**src/rtl/rr_stream_if.sv**
```systemverilog
// Signal bundle between bus masters, register slaves and rr_stream_interconnect.
// The interconnect uses the slave modport; the surrounding environment uses master.
interface rr_stream_if #(
    parameter int NUM_M  = 4,
    parameter int NUM_S  = 2,
    parameter int DATA_W = 8,
    parameter int ADDR_W = 8
);
    logic [NUM_M-1:0]        m_req;
    logic [NUM_M*ADDR_W-1:0] m_addr;
    logic [NUM_M*DATA_W-1:0] m_data;
    logic [NUM_M-1:0]        m_valid;
    logic [NUM_M-1:0]        m_last;
    logic [NUM_M-1:0]        m_ready;
    logic [NUM_M-1:0]        grant;
    logic [NUM_S*DATA_W-1:0] s_data;
    logic [NUM_S-1:0]        s_valid;
    logic [NUM_S-1:0]        s_ready;
    logic                    dec_err;
    logic                    busy;

    modport master (
        output m_req, m_addr, m_data, m_valid, m_last, s_ready,
        input  m_ready, grant, s_data, s_valid, dec_err, busy
    );

    modport slave (
        input  m_req, m_addr, m_data, m_valid, m_last, s_ready,
        output m_ready, grant, s_data, s_valid, dec_err, busy
    );
endinterface

```
**src/rtl/rr_stream_interconnect.sv**
```systemverilog
// N-master x M-slave stream interconnect: registered round-robin grant held for a
// whole burst, exact-match address decode latched at grant, decode-error sink.
module rr_stream_interconnect #(
    parameter int NUM_M  = 4,
    parameter int NUM_S  = 2,
    parameter int DATA_W = 8,
    parameter int ADDR_W = 8,
    parameter logic [NUM_S*ADDR_W-1:0] SLAVE_ADDR = {8'hBB, 8'hAA}
) (
    input logic      clk,
    input logic      rst,
    rr_stream_if.slave bus
);
    localparam int SEL_W = (NUM_M > 1) ? $clog2(NUM_M) : 1;
    localparam int TGT_W = (NUM_S > 1) ? $clog2(NUM_S) : 1;

    localparam logic [1:0] IDLE = 2'd0;
    localparam logic [1:0] XFER = 2'd1;
    localparam logic [1:0] DERR = 2'd2;

    logic [1:0]       state;
    logic [NUM_M-1:0] grant_q;
    logic [SEL_W-1:0] sel;
    logic [TGT_W-1:0] tgt;
    logic [SEL_W-1:0] last_ptr;

    logic             pick_found;
    logic [SEL_W-1:0] pick_idx;
    logic [ADDR_W-1:0] pick_addr;
    logic             dec_hit;
    logic [TGT_W-1:0] dec_idx;
    logic             beat_done;
    int               cand;

    // Rotating priority: scan last+1, last+2, ... so the previous winner goes last.
    always_comb begin
        pick_found = 1'b0;
        pick_idx   = '0;
        cand       = 0;
        for (int off = 1; off <= NUM_M; off++) begin
            cand = (int'(last_ptr) + off) % NUM_M;
            if (!pick_found && bus.m_req[SEL_W'(cand)]) begin
                pick_found = 1'b1;
                pick_idx   = SEL_W'(cand);
            end
        end
    end

    // Descending scan so the lowest matching slave index wins on duplicates.
    always_comb begin
        pick_addr = bus.m_addr[pick_idx*ADDR_W +: ADDR_W];
        dec_hit   = 1'b0;
        dec_idx   = '0;
        for (int k = NUM_S - 1; k >= 0; k--) begin
            if (pick_addr == SLAVE_ADDR[k*ADDR_W +: ADDR_W]) begin
                dec_hit = 1'b1;
                dec_idx = TGT_W'(k);
            end
        end
    end

    assign beat_done = (state == XFER) ? (bus.m_valid[sel] & bus.s_ready[tgt])
                                       : bus.m_valid[sel];

    always_ff @(posedge clk or posedge rst) begin
        if (rst) begin
            state    <= IDLE;
            grant_q  <= '0;
            sel      <= '0;
            tgt      <= '0;
            last_ptr <= SEL_W'(NUM_M - 1);
        end else begin
            case (state)
                IDLE: begin
                    if (pick_found) begin
                        grant_q           <= '0;
                        grant_q[pick_idx] <= 1'b1;
                        sel               <= pick_idx;
                        tgt               <= dec_idx;
                        state             <= dec_hit ? XFER : DERR;
                    end
                end
                XFER, DERR: begin
                    if (beat_done && bus.m_last[sel]) begin
                        last_ptr <= sel;
                        grant_q  <= '0;
                        state    <= IDLE;
                    end
                end
                default: state <= IDLE;
            endcase
        end
    end

    // Pure combinational routing; nothing on the data path is registered.
    always_comb begin
        bus.m_ready = '0;
        bus.s_valid = '0;
        bus.s_data  = '0;
        bus.dec_err = 1'b0;
        if (state == XFER) begin
            bus.s_data[tgt*DATA_W +: DATA_W] = bus.m_data[sel*DATA_W +: DATA_W];
            bus.s_valid[tgt]                 = bus.m_valid[sel];
            bus.m_ready[sel]                 = bus.s_ready[tgt];
        end else if (state == DERR) begin
            bus.m_ready[sel] = 1'b1;
            bus.dec_err      = bus.m_valid[sel];
        end
    end

    assign bus.grant = grant_q;
    assign bus.busy  = (state != IDLE);

endmodule

```
**src/flat_wrapper.sv**
```systemverilog
// flat-port wrapper written by rule: the top's interface ports become plain ports
module rr_stream_interconnect_flat 
#(
    parameter int NUM_M  = 4,
    parameter int NUM_S  = 2,
    parameter int DATA_W = 8,
    parameter int ADDR_W = 8,
    parameter logic [NUM_S*ADDR_W-1:0] SLAVE_ADDR = {8'hBB, 8'hAA}
)
  (clk, rst, bus_m_req, bus_m_addr, bus_m_data, bus_m_valid, bus_m_last, bus_s_ready, bus_m_ready, bus_grant, bus_s_data, bus_s_valid, bus_dec_err, bus_busy);
  rr_stream_if #(.NUM_M(NUM_M), .NUM_S(NUM_S), .DATA_W(DATA_W), .ADDR_W(ADDR_W)) bus_i ();
  input logic clk;
  input logic rst;
  input wire logic [$bits(bus_i.m_req)-1:0] bus_m_req;
  input wire logic [$bits(bus_i.m_addr)-1:0] bus_m_addr;
  input wire logic [$bits(bus_i.m_data)-1:0] bus_m_data;
  input wire logic [$bits(bus_i.m_valid)-1:0] bus_m_valid;
  input wire logic [$bits(bus_i.m_last)-1:0] bus_m_last;
  input wire logic [$bits(bus_i.s_ready)-1:0] bus_s_ready;
  output wire logic [$bits(bus_i.m_ready)-1:0] bus_m_ready;
  output wire logic [$bits(bus_i.grant)-1:0] bus_grant;
  output wire logic [$bits(bus_i.s_data)-1:0] bus_s_data;
  output wire logic [$bits(bus_i.s_valid)-1:0] bus_s_valid;
  output wire logic [$bits(bus_i.dec_err)-1:0] bus_dec_err;
  output wire logic [$bits(bus_i.busy)-1:0] bus_busy;
  assign bus_i.m_req = bus_m_req;
  assign bus_i.m_addr = bus_m_addr;
  assign bus_i.m_data = bus_m_data;
  assign bus_i.m_valid = bus_m_valid;
  assign bus_i.m_last = bus_m_last;
  assign bus_i.s_ready = bus_s_ready;
  assign bus_m_ready = bus_i.m_ready;
  assign bus_grant = bus_i.grant;
  assign bus_s_data = bus_i.s_data;
  assign bus_s_valid = bus_i.s_valid;
  assign bus_dec_err = bus_i.dec_err;
  assign bus_busy = bus_i.busy;
  rr_stream_interconnect #(.NUM_M(NUM_M), .NUM_S(NUM_S), .DATA_W(DATA_W), .ADDR_W(ADDR_W), .SLAVE_ADDR(SLAVE_ADDR)) u_core (.clk(clk), .rst(rst), .bus(bus_i));
endmodule
```
**config.mk**
```make
export PLATFORM = sky130hd
export DESIGN_NAME = rr_stream_interconnect_flat
export DESIGN_NICKNAME = d
export VERILOG_FILES = /design/src/rtl/rr_stream_if.sv /design/src/rtl/rr_stream_interconnect.sv /design/src/flat_wrapper.sv
export SDC_FILE = /design/constraint.sdc
export NUM_CORES = 1
export LEC_CHECK = 0
export BUFFER_PORTS_ARGS = -buffer_cell sky130_fd_sc_hd__buf_4
export CAP_MARGIN = 40
export CORE_MARGIN = 5
export CORE_UTILIZATION = 36
export CTS_CLUSTER_SIZE = 40
export DETAILED_ROUTE_END_ITERATION = 10
export PLACE_DENSITY = 0.86
export RECOVER_POWER = 50
export SKIP_LAST_GASP = 1
export SYNTH_ARGS = -nofsm -noshare
export SYNTH_HDL_FRONTEND = slang
export SYNTH_SLANG_ARGS = --single-unit
```
**constraint.sdc**
```tcl
create_clock -name clk -period 2.17 [get_ports clk]
set_input_delay 0.217 -clock clk [delete_from_list [all_inputs] [get_ports clk]]
set_output_delay 0.217 -clock clk [all_outputs]
set_load 0.02 [all_outputs]
```
==> results.ini, run 1 <==
[detailed_routing]
drcViolationCount = 0
first_iter_violations = 47
wl_per_cell_um = 14.5
drt_pass1_iterations = 4
via_count = 1670
antenna_left = 0
routed_wl_um = 4630
routed_via_density = 5.22

[yosys]
synth_edf_count = 0
synth_cell_types = 51
syn_inst = 153
ys.warnings.count = 0
postSynth.asyncResetShare_pct = 100
syn-cell-area_mm2 = 0.00135
ys_seq_elements = 11
avgSynthCellArea_um2 = 8.85
synthFlopType = dfrtp_1
ys_seq_area_share_pct = 20.5
synth.net_count = 237

[power_and_ir_drop]
total_leakage_power_nw = 1.19
finalPower_mw = 2.14
peakVddDrop_mv = 0.550
cellPowerDensity_mw_per_mm2 = 900

[clock_network]
clock_latency_ns = 0.24
root_buffer = clkbuf_8
clkSlewWorstSetupHoldPaths_ns = 0.05
cts_tree = built
cts.path.max_buffers = 2
clock-sinks = 11
cts_made_buffers = 3
htree_levels = 1

[worst_hold_path]
hp-class = primary input to register
min_from = bus_m_addr[22]
hold_path_end = u_core.state[0]$_DFFE_PP0P_
hold_depth = 5

[final_layout]
layout-drive-gt1-share_pct = 56.6
syn2layout_area_growth_pct = 75.4
layout_commonest_cell = buf_4
final_cell_mix = buf_4 (118), nand2_1 (15), and3_1 (12), o21ai_0 (11), and2_1 (11)
fillCellCount = 336
n_antenna_cell = 0
fin_cells = 320
final_nets = 357

[global_routing]
grt_pass1_wl_um = 7430
track_usage_pct = 17.7
antenna_found_initial = 0
grt_max_degree = 13
grt.overflow.total = 0
grt_pass1_vias = 1639

[timing]
setup_ws_ns = -0.0204
finalCritPeriodShare_pct = 101
max_slew_margin_pct = 69.9
tns_ns = -0.0344
timing.final.hold_violations = 0
setup_viol = 2
clock_skew_ns = 0.00170
timing.hold.ws_ns = 0.472
timing.fmax_ghz = 0.457
tightest_slew_ns = 0.450
rsz0062_at_grt = true
maxSlewViolCount = 0
fin_crit_ns = 2.19

[setup_path]
critPathLaunchType = register
cp_max_fo = 8
ff2ff_setup_slack_ns = -0.02
cp.arrival_ns = 2.32
required_ns = 2.30
rr_worst_depth = 9
rr_endpoint = u_core.tgt$_DFFE_PP0P_
end_kind = register
crit_type = register to register
r2r_start = u_core.last_ptr[1]$_DFFE_PP1P_

[die]
io_pins = 108
dieArea_mm2 = 0.00509
coreArea_mm2 = 0.00366
die_y_um = 71.3
die_x_um = 71.3
start_util_pct = 37.0
num_rows = 22

[placement]
gp_congestion = 0.866
dp.cells = 314
dpl.hpwl_um = 3910
io_buffers = 107

[status]
status = complete, but fails checks
violations = negative setup slack

[job]
maxCapViolCount = 0

==> worst max-delay path by stage <==
stage / from / end / depth (start not counted)
after global placement: u_core.last_ptr[1]$_DFFE_PP1P_ / u_core.state[1]$_DFFE_PP0P_ / 7
final: u_core.last_ptr[1]$_DFFE_PP1P_ / u_core.tgt$_DFFE_PP0P_ / 9
after global routing: u_core.last_ptr[1]$_DFFE_PP1P_ / u_core.state[1]$_DFFE_PP0P_ / 9
after CTS: u_core.last_ptr[1]$_DFFE_PP1P_ / u_core.state[1]$_DFFE_PP0P_ / 8
after detailed placement: u_core.last_ptr[1]$_DFFE_PP1P_ / u_core.state[1]$_DFFE_PP0P_ / 7
after floorplan: u_core.last_ptr[1]$_DFFE_PP1P_ / u_core.state[1]$_DFFE_PP0P_ / 8
==> timing repair <==
item | CTS | global route
buffers inserted | 0 | 1
hold endpoints to repair | 9 | 0
resized for setup | 0 | 7
hold buffers | 1 | 0
pin swaps | 1 | 5
endpoints found under the setup margin | 1 | 12
==> cell usage after synthesis (2+ instances only) <==
cell | count | area [µm²]
nand2_1 | 16 | 60.1
and3_1 | 12 | 75.1
and2_1 | 11 | 68.8
o21ai_0 | 11 | 55.1
mux4_2 | 10 | 225
dfrtp_1 | 9 | 225
nand3_1 | 7 | 35.0
inv_1 | 5 | 18.8
nor2_1 | 5 | 18.8
a21oi_1 | 4 | 20.0
ha_1 | 4 | 50.1
o41ai_1 | 4 | 35.0
a41o_1 | 3 | 30.0
buf_2 | 3 | 15.0
clkbuf_1 | 3 | 11.3
a311oi_2 | 2 | 30.0
a31o_2 | 2 | 17.5
a31oi_1 | 2 | 12.5
buf_1 | 2 | 7.51
dfstp_2 | 2 | 52.6
mux2_2 | 2 | 22.5
mux2i_1 | 2 | 20.0
nand3b_1 | 2 | 15.0
nor2b_1 | 2 | 12.5
or3_1 | 2 | 12.5
==> state kept, by name, summed over array words and instances, names as in the netlist <==
signal / flops
u_core.bus.grant: 4
u_core.last_ptr: 2
u_core.sel: 2
u_core.state: 2
u_core.tgt: 1
==> cells by family after synthesis <==
kind of cell,count (synthesis),share of synthesized area [%]
AOI/OAI and AO/OA,43,24.6
adders and majority gates,4,3.70
DFF,11,20.5
muxes,14,19.8
buffers and inverters,15,4.81
and+or+nand+nor,66,26.6
==> area by class of cell <==
class | count | area (µm²) | share of cell area [%]
Clock buffer | 4 | 45.0 | 1.90
Inverter | 5 | 18.8 | 0.790
Multi-Input combinational cell | 127 | 1050 | 44.3
Sequential cell | 11 | 278 | 11.7
Tap cell | 48 | 60.1 | 2.53
Timing Repair Buffer | 125 | 922 | 38.8
==> metal layers <==
layer  part of all wire, %  up-vias  routed length, µm  GRT usage, %
li1                      -      832                  -             -
met1                    41      753               1890          22.7
met2                    47       81               2200          30.7
met3                    11        4                503          2.52
met4                  0.86        0                 40          5.01
met5                     0        -                  0             0
==> power breakdown <==
part	switching, mW	total (mW)	internal, mW	leakage, nW
registers	0.101	0.398	0.297	0.139
logic	0.745	1.53	0.785	1.03
clock network	0.0796	0.209	0.129	0.0228
==> critical path, cell delays in order, from the launching register on <==
cell	delay (ns)
dfstp_2	0.55
buf_4	0.13
nand3b_1	0.15
o21a_2	0.19
buf_4	0.17
a41o_1	0.25
o22ai_2	0.20
a311oi_2	0.06
and2_2	0.20
a41o_1	0.20
==> metrics by stage <==
| stage | setup slack (ns) | cell area (µm²) | util (%) |
|---|---|---|---|
| after detailed placement | -0.0231 | 2290 | 62.6 |
| after global placement | 0.0121 | 2290 | 62.6 |
| after floorplan | 0.00837 | 1360 | - |
| after global routing | -0.129 | 2370 | 64.9 |
| after CTS | -0.0198 | 2350 | 64.1 |
| final | -0.0204 | 2370 | 64.9 |
No activity file was read; power rests on OpenSTA's default activity.
==> inputs of run 2 (changes only) <==
CORE_UTILIZATION = 40   (was 36)
PLACE_DENSITY = 0.9   (was 0.86)
clock period = 2.4 ns   (was 2.17 ns; I/O delays follow)
==> results.ini, run 2 (synthesized netlist as in run 1, its figures left out) <==
[status]
status = finished, final reports clean

[setup_path]
end_kind = register
cp_cell_sequence = mux2i_2 -> o21a_2 -> nand2_1 -> o311a_1 -> a311oi_2 -> nand4b_1 -> a32o_2
r2r_start = u_core.last_ptr[1]$_DFFE_PP1P_
required_ns = 2.55  ; +0.25 ns
rr_worst_depth = 7  ; -2
cp_max_fo = 6  ; -2
worst-path-buf-inv = 0  ; -2
cp.arrival_ns = 2.45  ; +0.13 ns
critPathLaunchType = register
rr_endpoint = u_core.state[1]$_DFFE_PP0P_
cp_top_family = compound AO/OA/AOI/OAI gates
crit_type = register to register
slowest_delay_ns = 0.59  ; +0.04 ns
cp_slowest_cell = dfstp_2
ff2ff_setup_slack_ns = 0.1  ; +0.12 ns

[detailed_routing]
drt_pass1_iterations = 4  ; unchanged
drcViolationCount = 0  ; unchanged
antenna_left = 0  ; unchanged
routed_via_density = 5.41  ; +3.7%
wl_per_cell_um = 16.2  ; +12%
first_iter_violations = 78  ; +66%
via_count = 1678  ; +0.48%
routed_wl_um = 5010  ; +8.2%

[timing]
max_slew_margin_pct = 71.5  ; +1.7 points
finalCritPeriodShare_pct = 95.9  ; -5.1 points
clock_skew_ns = 0.000460  ; -0.00124 ns
tightest_slew_ns = 0.427  ; -0.0236 ns
timing.fmax_ghz = 0.435  ; -4.8%
fin_crit_ns = 2.30  ; +0.110 ns
timing.final.hold_violations = 0  ; unchanged
setup_viol = 0  ; -2
setup_ws_ns = 0.0992  ; +0.120 ns
maxSlewViolCount = 0  ; unchanged
rsz0062_at_grt = true

[final_layout]
layout_commonest_cell = buf_4
regArea_um2 = 278  ; unchanged
final_cell_mix = buf_4 (106), nand2_1 (16), and3_1 (12), o21ai_0 (11), and2_1 (11)
fillCellCount = 298  ; -11%
layout-drive-gt1-share_pct = 51.5  ; -5.1 points
n_antenna_cell = 0  ; unchanged
syn2layout_area_growth_pct = 65.8
fin_cells = 310  ; -3.1%
final_nets = 349  ; -2.2%
largest_reg_flops = 4  ; unchanged
multi_input_area_mm2 = 0.00102  ; -3.2%

[die]
die_x_um = 68.2  ; -4.4%
start_util_pct = 40.9  ; +3.9 points
num_rows = 21  ; -4.5%
io_pins = 108  ; unchanged
coreArea_mm2 = 0.00331  ; -9.6%
die_y_um = 68.2  ; -4.4%
dieArea_mm2 = 0.00465  ; -8.6%

[global_routing]
antenna_found_initial = 0  ; unchanged
grt_pass1_vias = 1676  ; +2.3%
grt_max_degree = 14  ; +1
grt_pass1_wl_um = 7450  ; +0.19%
grt.overflow.total = 0  ; unchanged
track_usage_pct = 20.9  ; +3.2 points

[worst_hold_path]
hold_path_end = u_core.bus.grant[3]$_DFFE_PP0P_
hold_depth = 2  ; -3
hp-class = register to register
min_from = u_core.bus.grant[3]$_DFFE_PP0P_

[clock_network]
cts.path.max_buffers = 2  ; unchanged
root_buffer = clkbuf_4
clkSlewWorstSetupHoldPaths_ns = 0.07  ; +0.02 ns
clock_latency_ns = 0.26  ; +0.02 ns
cts_tree = built
clock-sinks = 11  ; unchanged
htree_levels = 1  ; unchanged
cts_made_buffers = 3  ; unchanged

[job]
maxCapViolCount = 0  ; unchanged

[power_and_ir_drop]
peakVddDrop_mv = 0.412  ; -25%
finalPower_mw = 1.77  ; -17%
intPower_mw = 0.959  ; -21%
total_leakage_power_nw = 1.12  ; -6.0%
pwr-share-seq_pct = 20.1  ; +1.5 points
clock_power_share_pct = 6.9  ; -2.9 points
pwr-share-comb_pct = 73.0  ; +1.4 points
power_switching_mw = 0.813  ; -12%
cellPowerDensity_mw_per_mm2 = 790  ; -12%
p_sw_share_pct = 45.9  ; +2.6 points

[placement]
place_ws_ns = 0.0528  ; +0.0759 ns
dp.cells = 303  ; -3.5%
io_buffers = 107  ; unchanged
gp_congestion = 0.877  ; +1.3%
dpl.hpwl_um = 4260  ; +9.1%

==> run 2: cell types whose count changed in the layout (fill, tap and decap cells not counted), moves of 2 or more <==
| cell | before | now |
|---|---|---|
| buf_4 | 118 | 106 |
| clkbuf_4 | 1 | 4 |
| a21oi_1 | 2 | 4 |
| a21oi_2 | 2 | 0 |
| clkbuf_8 | 3 | 0 |
| clkbuf_1 | 6 | 10 |
==> run 2: area by class of cell <==
| class | instances | share of cell area (%) |
|---|---|---|
| flip-flops and latches | 11 | 12.4 |
| repair buffers | 117 | 37.7 |
| multi-input cells | 127 | 45.3 |
| inverters | 5 | 0.836 |
| well taps | 46 | 2.56 |
| clock buffers | 4 | 1.17 |
==> run 2: worst max-delay path by stage <==
stage,from,endpoint,slack [ns],cells past startpoint
finish,u_core.last_ptr[1]$_DFFE_PP1P_,u_core.state[1]$_DFFE_PP0P_,0.1,7
global route,u_core.last_ptr[1]$_DFFE_PP1P_,u_core.state[1]$_DFFE_PP0P_,-0.009,7
CTS,u_core.last_ptr[1]$_DFFE_PP1P_,u_core.state[1]$_DFFE_PP0P_,0.04,7
detailed placement,u_core.last_ptr[1]$_DFFE_PP1P_,u_core.state[1]$_DFFE_PP0P_,0.05,7
global placement,u_core.last_ptr[1]$_DFFE_PP1P_,u_core.state[1]$_DFFE_PP0P_,0.13,7
floorplan,u_core.last_ptr[1]$_DFFE_PP1P_,u_core.state[1]$_DFFE_PP0P_,0.21,7
==> run 2: power groups by stage <==
stage / Clock, mW / Combinational [mW] / Sequential [mW]
after floorplan: 0 / 0.905 / 0.340
after global placement: 0 / 1.27 / 0.355
after detailed placement: 0 / 1.31 / 0.360
after CTS: 0.128 / 1.31 / 0.356
after global routing: 0.137 / 1.42 / 0.369
final: 0.122 / 1.29 / 0.357
==> run 2: worst min-delay path, delay by kind of cell (launching register included) <==
family | cells | cell delay (ns)
and+or+nand+nor | 1 | 0.05
AOI/OAI and AO/OA | 1 | 0.05
DFF | 1 | 0.34
==> run 2: per-layer routing <==
layer	global-route usage, %	vias to the layer above	part of all wire [%]	wire [µm]
met4	8.68	0	2.2	112
li1	-	815	-	-
met3	6.24	10	13	641
met5	0	-	0	0
met2	37.5	91	48	2410
met1	22.7	762	37	1850
==> run 2: what timing repair did <==
item | in CTS | in global routing
hold endpoints to repair | 9 | 0
hold buffers | 1 | 0
gates resized for setup | 0 | 2
buffers inserted | 0 | 2
setup endpoints to repair | 0 | 3
==> run 2: per-stage QoR <==
stage	utilization (%)	setup TNS (ns)	hold WS, ns	area, µm²
2_1_floorplan	-	0	0.0910	1350
3_3_place_gp	67.1	0	0.255	2220
3_5_place_dp	67.1	0	0.265	2220
4_1_cts	68.2	0	0.468	2260
5_1_grt	67.8	-0.00922	0.501	2240
6_report	67.8	0	0.474	2240
